[src/rtl/hdmux_pkg.sv]
// Shared types and helpers for the hdmux_nb_sync clocked multiplexer.
package hdmux_pkg;

  typedef enum logic [1:0] {
    IDLE   = 2'd0,
    BLANK  = 2'd1,
    SWITCH = 2'd2
  } state_t;

  localparam int BLANK_W = 4;

  // Select width: clog2 of the channel count, never narrower than one bit.
  function automatic int sel_w(input int n);
    return (n <= 2) ? 1 : $clog2(n);
  endfunction

endpackage

[src/rtl/hdmux_nb_core.sv]
// Combinational N:1 WIDTH-bit channel select with optional park override and inversion.
// HDMUX_PARITY_EN exposes the uninverted selected word for the parity bit.
module hdmux_nb_core
  import hdmux_pkg::*;
#(
  parameter int N = 4,
  parameter int WIDTH = 1,
  parameter int INV = 1,
  parameter logic [WIDTH-1:0] PARK_VAL = '0,
  parameter int SW = sel_w(N)
) (
  input  logic [N*WIDTH-1:0] a,
  input  logic [SW-1:0]      sel,
  input  logic               park,
`ifdef HDMUX_PARITY_EN
  output logic [WIDTH-1:0]   raw,
`endif
  output logic [WIDTH-1:0]   z
);

  logic [WIDTH-1:0] data;

  always_comb begin
    data = '0;
    for (int k = 0; k < N; k++) begin
      if (sel == SW'(k)) data = a[k*WIDTH +: WIDTH];
    end
    if (park) data = PARK_VAL;
  end

`ifdef HDMUX_PARITY_EN
  assign raw = data;
`endif
  assign z = (INV != 0) ? ~data : data;

endmodule

[src/rtl/hdmux_nb_sync.sv]
// N-channel registered mux with break-before-make select switching.
// Optional parity output ZP when HDMUX_PARITY_EN is defined.
module hdmux_nb_sync
  import hdmux_pkg::*;
#(
  parameter int N = 4,
  parameter int WIDTH = 1,
  parameter int BLANK_CYC = 1,
  parameter int INV = 1,
  parameter logic [WIDTH-1:0] PARK_VAL = '0,
  localparam int SW = sel_w(N)
) (
  input  logic               CK,
  input  logic               RN,
  input  logic [N*WIDTH-1:0] A,
  input  logic [SW-1:0]      SL,
  input  logic               SL_REQ,
  output logic               SL_ACK,
  output logic               BUSY,
  output logic               VLD,
  output logic [WIDTH-1:0]   Z,
`ifdef HDMUX_PARITY_EN
  output logic               ZP,
`endif
  output logic [1:0]         dbg_state
);

  localparam logic [WIDTH-1:0] PARK_Z = (INV != 0) ? ~PARK_VAL : PARK_VAL;

  state_t             state;
  logic [SW-1:0]      cur_sel;
  logic [SW-1:0]      nxt_sel;
  logic [BLANK_W-1:0] cnt;
  logic [SW-1:0]      mux_sel;
  logic [WIDTH-1:0]   z_next;
`ifdef HDMUX_PARITY_EN
  logic [WIDTH-1:0]   raw;
`endif

  // The switching cycle already drives the new channel so it is live when ACK is.
  assign mux_sel   = (state == SWITCH) ? nxt_sel : cur_sel;
  assign dbg_state = state;

  hdmux_nb_core #(
    .N(N), .WIDTH(WIDTH), .INV(INV), .PARK_VAL(PARK_VAL), .SW(SW)
  ) u_core (
    .a(A),
    .sel(mux_sel),
    .park(state == BLANK),
`ifdef HDMUX_PARITY_EN
    .raw(raw),
`endif
    .z(z_next)
  );

  // Handshake: SL/SL_REQ are sampled only while BUSY=0; the requester holds
  // SL_REQ until SL_ACK, which pulses for one cycle once the target is live on Z.
  always_ff @(posedge CK or negedge RN) begin
    if (!RN) begin
      state   <= IDLE;
      cur_sel <= '0;
      nxt_sel <= '0;
      cnt     <= '0;
      Z       <= PARK_Z;
      VLD     <= 1'b0;
      BUSY    <= 1'b0;
      SL_ACK  <= 1'b0;
`ifdef HDMUX_PARITY_EN
      ZP      <= ^PARK_VAL;
`endif
    end else begin
      Z      <= z_next;
      SL_ACK <= 1'b0;
`ifdef HDMUX_PARITY_EN
      ZP     <= ^raw;
`endif
      case (state)
        IDLE: begin
          VLD <= 1'b1;
          if (SL_REQ && (32'(SL) < N)) begin
            if (SL == cur_sel) begin
              SL_ACK <= 1'b1;
            end else begin
              nxt_sel <= SL;
              BUSY    <= 1'b1;
              if (BLANK_CYC > 0) begin
                state <= BLANK;
                cnt   <= BLANK_W'(BLANK_CYC - 1);
              end else begin
                state <= SWITCH;
              end
            end
          end
        end
        BLANK: begin
          VLD <= 1'b0;
          if (cnt == '0) state <= SWITCH;
          else           cnt   <= cnt - 1'b1;
        end
        SWITCH: begin
          VLD     <= 1'b1;
          SL_ACK  <= 1'b1;
          BUSY    <= 1'b0;
          cur_sel <= nxt_sel;
          state   <= IDLE;
        end
        default: state <= IDLE;
      endcase
    end
  end

endmodule

[config.mk]
export PLATFORM = sky130hd
export DESIGN_NAME = hdmux_nb_sync
export DESIGN_NICKNAME = d
export VERILOG_FILES = /design/src/rtl/hdmux_pkg.sv /design/src/rtl/hdmux_nb_core.sv /design/src/rtl/hdmux_nb_sync.sv
export SDC_FILE = /design/constraint.sdc
export NUM_CORES = 1
export LEC_CHECK = 0
export ABC_AREA = 1
export ABC_CLOCK_PERIOD_IN_PS = 2500
export CAP_MARGIN = 10
export CORE_UTILIZATION = 38
export CTS_CLUSTER_SIZE = 10
export DETAILED_ROUTE_END_ITERATION = 7
export GPL_TIMING_DRIVEN = 0
export PLACE_DENSITY = 0.59
export RECOVER_POWER = 25
export SYNTH_ARGS = -nofsm -noshare
export SYNTH_HDL_FRONTEND = slang
export SYNTH_HIERARCHICAL = 1
export SYNTH_SLANG_ARGS = --single-unit
[constraint.sdc]
create_clock -name CK -period 2.5 [get_ports CK]
set_clock_uncertainty 0.2 [all_clocks]
set_input_delay 0.5 -clock CK [delete_from_list [all_inputs] [get_ports CK]]
set_output_delay 0.5 -clock CK [all_outputs]
set_load 0.02 [all_outputs]
Word level (Yosys, flattened, before mapping)

Index checks and enable logic that the tools add are counted.

Logic and storage cells: 53
Register bits: 14
Bits of input ports: 9

Reductions and logical operators: 11
Muxes and demuxes: 21
Bitwise operators: 2
Equality and inequality tests: 10
$add $sub $neg: 1

Operators with widths:

| kind                                                | number |
|---|---|
| 2-to-1 mux 4 bit                                    | 3 |
| 2-to-1 mux 1 bit                                    | 9 |
| AND reduction 3 bit                                 | 3 |
| 2-to-1 mux 2 bit                                    | 4 |
| inequality test 2 bit, second input constant        | 4 |
| one-hot mux 4 bit (2 select lines)                  | 1 |
| equality test 2 bit, second input constant          | 3 |
| one-hot mux 1 bit (2 select lines)                  | 3 |
| nonzero test 2 bit                                  | 3 |
| equality test 2 x 1 -> 1 bit, second input constant | 2 |
| zero test 2 bit                                     | 2 |
| zero test 4 bit                                     | 1 |
| one-hot mux 2 bit (2 select lines)                  | 1 |
| AND reduction 4 bit                                 | 1 |
| subtractor 4 x 1 -> 4 bit, second input constant    | 1 |
| equality test 2 bit                                 | 1 |
| inverter 1 bit                                      | 2 |
| OR reduction 2 bit                                  | 1 |

Depth between registers and ports, before layout

Gate-level depths: netlist of run 1.

Word-level depth: 9
Gate-level depth with buffers: 10
Mapped depth without buffers: 10

Modules after synthesis

Netlist of run 1, hierarchy kept.

Modules (own cells, without submodules):

| module        | cells each | sequential area each (um^2) | area each (um^2) | times used |
|---|---|---|---|---|
| hdmux_nb_sync | 76         | 351.6                       | 674.4            | 1 |
| hdmux_nb_core | 15         | 0.0                         | 58.8             | 1 |

Worst setup path after synthesis of run 1

No wires, ideal clock.

Path kind: register to register
Start: register state[1], in the netlist dbg_state[1]
End: register Z
Clock period less this slack: 1.507 ns
Cell stages (with the launch flop): 11
Setup time: 0.060 ns
Required time: 2.240 ns
Slack: 0.993 ns
Arrival time: 1.247 ns
Buffers on the path: 0
Cells stage by stage: dfrtp_1 > inv_2 > nor2_1 > inv_1 > nand2_1 > nand2_1 > inv_1 > nand2_1 > nand3_1 > nand2_1 > nand2_1

Word-level cells in the longest chain between the ends: 9
Elaborated cells on any way between the ends: 13
Those cells by class: 5 x eq/ne; 6 x mux; 1 x bitwise; 1 x reduce/logical

RTL lines:

| item                          | RTL line            | RTL |
|---|---|---|
| start, declared               | hdmux_nb_sync.sv:30 | `state_t state;` |
| start signal, assigned        | hdmux_nb_sync.sv:60 | `state <= IDLE;` |
| start signal, assigned        | hdmux_nb_sync.sv:87 | `state <= BLANK;` |
| start signal, assigned        | hdmux_nb_sync.sv:90 | `state <= SWITCH;` |
| equality test 2 bit (*)       | hdmux_nb_sync.sv:41 | `assign mux_sel = (state == SWITCH) ? nxt_sel : cur_sel;` |
| 2-to-1 mux 2 bit (*)          | -                   |  |
| net mux_sel[0]                | hdmux_nb_sync.sv:34 | `logic [SW-1:0] mux_sel;` |
| zero test 2 bit               | hdmux_nb_core.sv:26 | `if (sel == SW'(k)) data = a[k*WIDTH +: WIDTH];` |
| 2-to-1 mux 1 bit (3 in a row) | hdmux_nb_core.sv:26 |  |
| 2-to-1 mux 1 bit (*)          | hdmux_nb_core.sv:26 |  |
| 2-to-1 mux 1 bit (*)          | hdmux_nb_core.sv:28 | `if (park) data = PARK_VAL;` |
| inverter 1 bit (*)            | hdmux_nb_core.sv:34 | `assign z = (INV != 0) ? ~data : data;` |
| net z_next                    | hdmux_nb_sync.sv:35 | `logic [WIDTH-1:0] z_next;` |
| end signal, assigned          | hdmux_nb_sync.sv:72 | `Z <= z_next;` |
| end, declared                 | hdmux_nb_sync.sv:21 | `output logic [WIDTH-1:0] Z,` |

Mark *: on every way through the listed nets, which the timed path passes. The rest lies on a longest branch.
A chain may end at the register's enable or synchronous reset.

Final worst setup path of run 1

Start: register Z
End: output Z

No word-level cell between the ends.

==> impl_metrics.tcl, run 1 <==
set metrics [dict create \
    outcome "finished clean" \
    detailedRoute.firstIterationViolations 6 \
    globalRouteMet3Util_pct 2.38 \
    rsz_0062_raised_after_global_routing "false" \
    routed_wl_um 1360 \
    clk_latency_ns 0.29 \
    timing.critical_path.required_ns 1.80 \
    timing.critical_path.from "Z" \
    timing.critical_path.fanout_max 1 \
    seq_area_frac_synth_pct 48.0 \
    grt.met1_usage_pct 25.6 \
    numPlacedInstances 130 \
    tightest_slew_ns 0.629 \
    post_route_non_filler_standard_cell_count 134 \
    timing_hold_violations_final 0 \
    grt_use_total_pct 16.4 \
    cts.sinks 14 \
    power_mw 1.15 \
    crit_path_end_kind "primary output" \
    die_x_um 45.9 \
    die_height_um 45.9 \
    tightest_slew_margin_relative_to_the_limit_pct 57.9 \
    ys_warns 6 \
    critical_path.max_stage_delay_ns 0.60 \
    post_cts_resize_count 0 \
    worst-endpoint-arrival_ns 1.40 \
    layout_common_cells "sky130_fd_sc_hd__nand2_1 (28), sky130_fd_sc_hd__inv_1 (14), sky130_fd_sc_hd__dfrtp_1 (13), sky130_fd_sc_hd__clkdlybuf4s50_1 (13), sky130_fd_sc_hd__nand3_1 (8)" \
    syn_area_per_cell_um2 8.06 \
    first_pass_grt_wire_length_um 2380 \
    core_region_area_um2 1760 \
    grt_max_degree 15 \
    area_enclosed_by_the_die_boundary_um2 2110 \
    slew_viol_final 0 \
    drv.max_cap_violation_count 0 \
    critical_path.slowest_cell "sky130_fd_sc_hd__clkdlybuf4s50_1" \
    timing.fmax_mhz 475 \
    post-route-period-util_pct 84.1 \
    htreeDepth 1 \
    cts-root-buf "sky130_fd_sc_hd__clkbuf_4" \
    dpl.hpwl_um 1020 \
    via_count 595 \
    global_route.peak_usage_layer "met1" \
    min_from "nxt_sel[0]" \
    postCtsSetupRepairBufs 0 \
    final_common_cell "sky130_fd_sc_hd__nand2_1" \
    post_synth_inst_count 91 \
    post-route-cell-area_um2 923 \
    r2r_start "dbg_state[1]" \
    hp-class "reg -> reg" \
    clock_path_buffers 2 \
    worst_path_dominant_cell_family "buffers and inverters" \
    timing.critical_path.from_type "flip-flop" \
    grt_pass1_vias 535 \
    cts.clk_slew.worst_paths_ns 0.09 \
    mappedNetlistNets 102 \
    gp_congestion 0.771 \
    detail_route.drc_violations 0 \
    num_antenna_cells 0 \
    fp-row-count 15 \
    timing.critical_path.cells "clkdlybuf4s50_1" \
    p_per_area_nw_per_um2 1250 \
    cts.hold.buffers_added 0 \
    drtPass1Iterations 4 \
    setup_tns_ns 0 \
    synthDistinctLibCells 17 \
    setup_viol_count_final 0 \
    tritoncts "yes" \
    synth_to_final_area_change_pct 25.9 \
    fillerInstances 185 \
    vias_per_cell 4.44 \
    design.portCount 15 \
    residual_overflow_from_global_routing 0 \
    gr-usage-met2_pct 20.3 \
    drive_above_1_share_pct 9.17 \
    cts_buffers 3 \
    crit_buf_inv 1 \
    antenna_found_initial 0 \
    wl_per_cell_um 10.1 \
    initial_utilization_pct 41.6 \
    num-nets-final 121 \
    ant_nets 0 \
    post_synth_instance_area_um2 733 \
    dp_worst_setup_slack_ns 0.573 \
    io_buffers 14 \
    postLayoutSetupSlackWorst_ns 0.397 \
    placedInstanceArea_um2 905 \
    irDropWorstVdd_mv 0.561 \
    final_util_pct 52.3 \
    final.hold.worst_slack_ns 0.286 \
    final_period_minus_worst_setup_slack_ns 2.10 \
    timing.setup.critical_path_class "reg -> out" \
    total_leakage_power_nw 0.470 \
    synth.ff_latch_count 14 \
]
path summary, 6_finish.rpt:
path / endpoint / slack, ns / cells past startpoint
setup / recovery: Z / 0.40 / 1
setup reg to reg: Z / 0.97 / 10
min in group asynchronous: cnt[0] / 0.46 / 1
hold reg to reg: nxt_sel[0] / 0.29 / 2
max in group asynchronous: nxt_sel[1] / 1.23 / 1
hold / removal: nxt_sel[0] / 0.29 / 2
Yosys cell counts, drive strengths merged:
library cell  number  area (um^2)
nand2             31          139
inv               16         62.6
dfrtp             13          325
nand3              8         40.0
nor2               8         45.0
o21ai              4         20.0
a21oi              2         10.0
ha                 2         25.0
nand4              2         12.5
nor3               2         10.0
xnor2              2         17.5
dfstp              1         26.3
cells by family (layout without fill, tap and decap cells):
family	Yosys count	count (layout)	synth area share, %
buf+inv	16	34	8.53
compound gates	6	6	4.09
simple gates	51	51	33.6
xor+xnor	2	2	2.39
fa+ha+maj	2	2	3.41
flops	14	14	48.0
flip-flops by register name, summed over array words and instances (netlist names):
register and flops:
SL_ACK 1, VLD 1, dbg_state 2, cnt 4
Z 1, cur_sel 2, nxt_sel 2, BUSY 1
final cells by class:
cell class,instances,area [um^2],area share [%]
Tap cell,25,31.3,3.39
Sequential cell,14,352,38.1
Clock buffer,4,26.3,2.85
Timing Repair Buffer,14,140,15.2
Multi-Input combinational cell,61,312,33.7
Inverter,16,62.6,6.78
routing by layer:
| metal | up-vias | wire length [um] | share of wire (%) |
|---|---|---|---|
| met4 | 0 | 42 | 3.1 |
| met3 | 5 | 66 | 4.9 |
| met2 | 15 | 510 | 38 |
| met1 | 255 | 735 | 54 |
| li1 | 320 | - | - |
| met5 | - | 0 | 0 |
power breakdown:
group / leakage [nW] / internal (mW) / switching (mW)
Combinational: 0.280 / 0.244 / 0.363
Clock: 0.0150 / 0.0620 / 0.0803
Sequential: 0.175 / 0.333 / 0.0698
Power figures use the tool's default switching activity.
==> inputs of run 2 (changes only) <==
--- a/config.mk
+++ b/config.mk
@@ -6,7 +6,7 @@
 export NUM_CORES = 1
 export LEC_CHECK = 0
 export ABC_AREA = 1
-export ABC_CLOCK_PERIOD_IN_PS = 2500
+export ABC_CLOCK_PERIOD_IN_PS = 2200
 export CAP_MARGIN = 10
 export CORE_UTILIZATION = 38
 export CTS_CLUSTER_SIZE = 10
==> constraint.sdc (replaced) <==
create_clock -name CK -period 2.2 [get_ports CK]
set_clock_uncertainty 0.2 [all_clocks]
set_input_delay 0.44 -clock CK [delete_from_list [all_inputs] [get_ports CK]]
set_output_delay 0.44 -clock CK [all_outputs]
set_load 0.02 [all_outputs]
==> results of run 2 <==
The final DEF is identical to that of run 1. Status: finished clean.
Main changes from that run: setup slack after placement 0.573 ns -> 0.333 ns; setup slack after layout 0.397 ns -> 0.157 ns; register-to-register setup slack 0.97 ns -> 0.67 ns; total power 1.15 mW -> 1.31 mW; worst IR drop on VDD 0.561 mV -> 0.638 mV
==> inputs of run 3 (changes only) <==
--- a/config.mk
+++ b/config.mk
@@ -14,6 +14,7 @@
 export GPL_TIMING_DRIVEN = 0
 export PLACE_DENSITY = 0.59
 export RECOVER_POWER = 25
+export SLEW_MARGIN = 10
 export SYNTH_ARGS = -nofsm -noshare
 export SYNTH_HDL_FRONTEND = slang
 export SYNTH_HIERARCHICAL = 1
==> results of run 3 <==
The final DEF is identical to that of run 1. Status: finished clean.
Main changes from that run: setup slack after placement 0.573 ns -> 0.333 ns; setup slack after layout 0.397 ns -> 0.157 ns; register-to-register setup slack 0.97 ns -> 0.67 ns; total power 1.15 mW -> 1.31 mW; worst IR drop on VDD 0.561 mV -> 0.638 mV
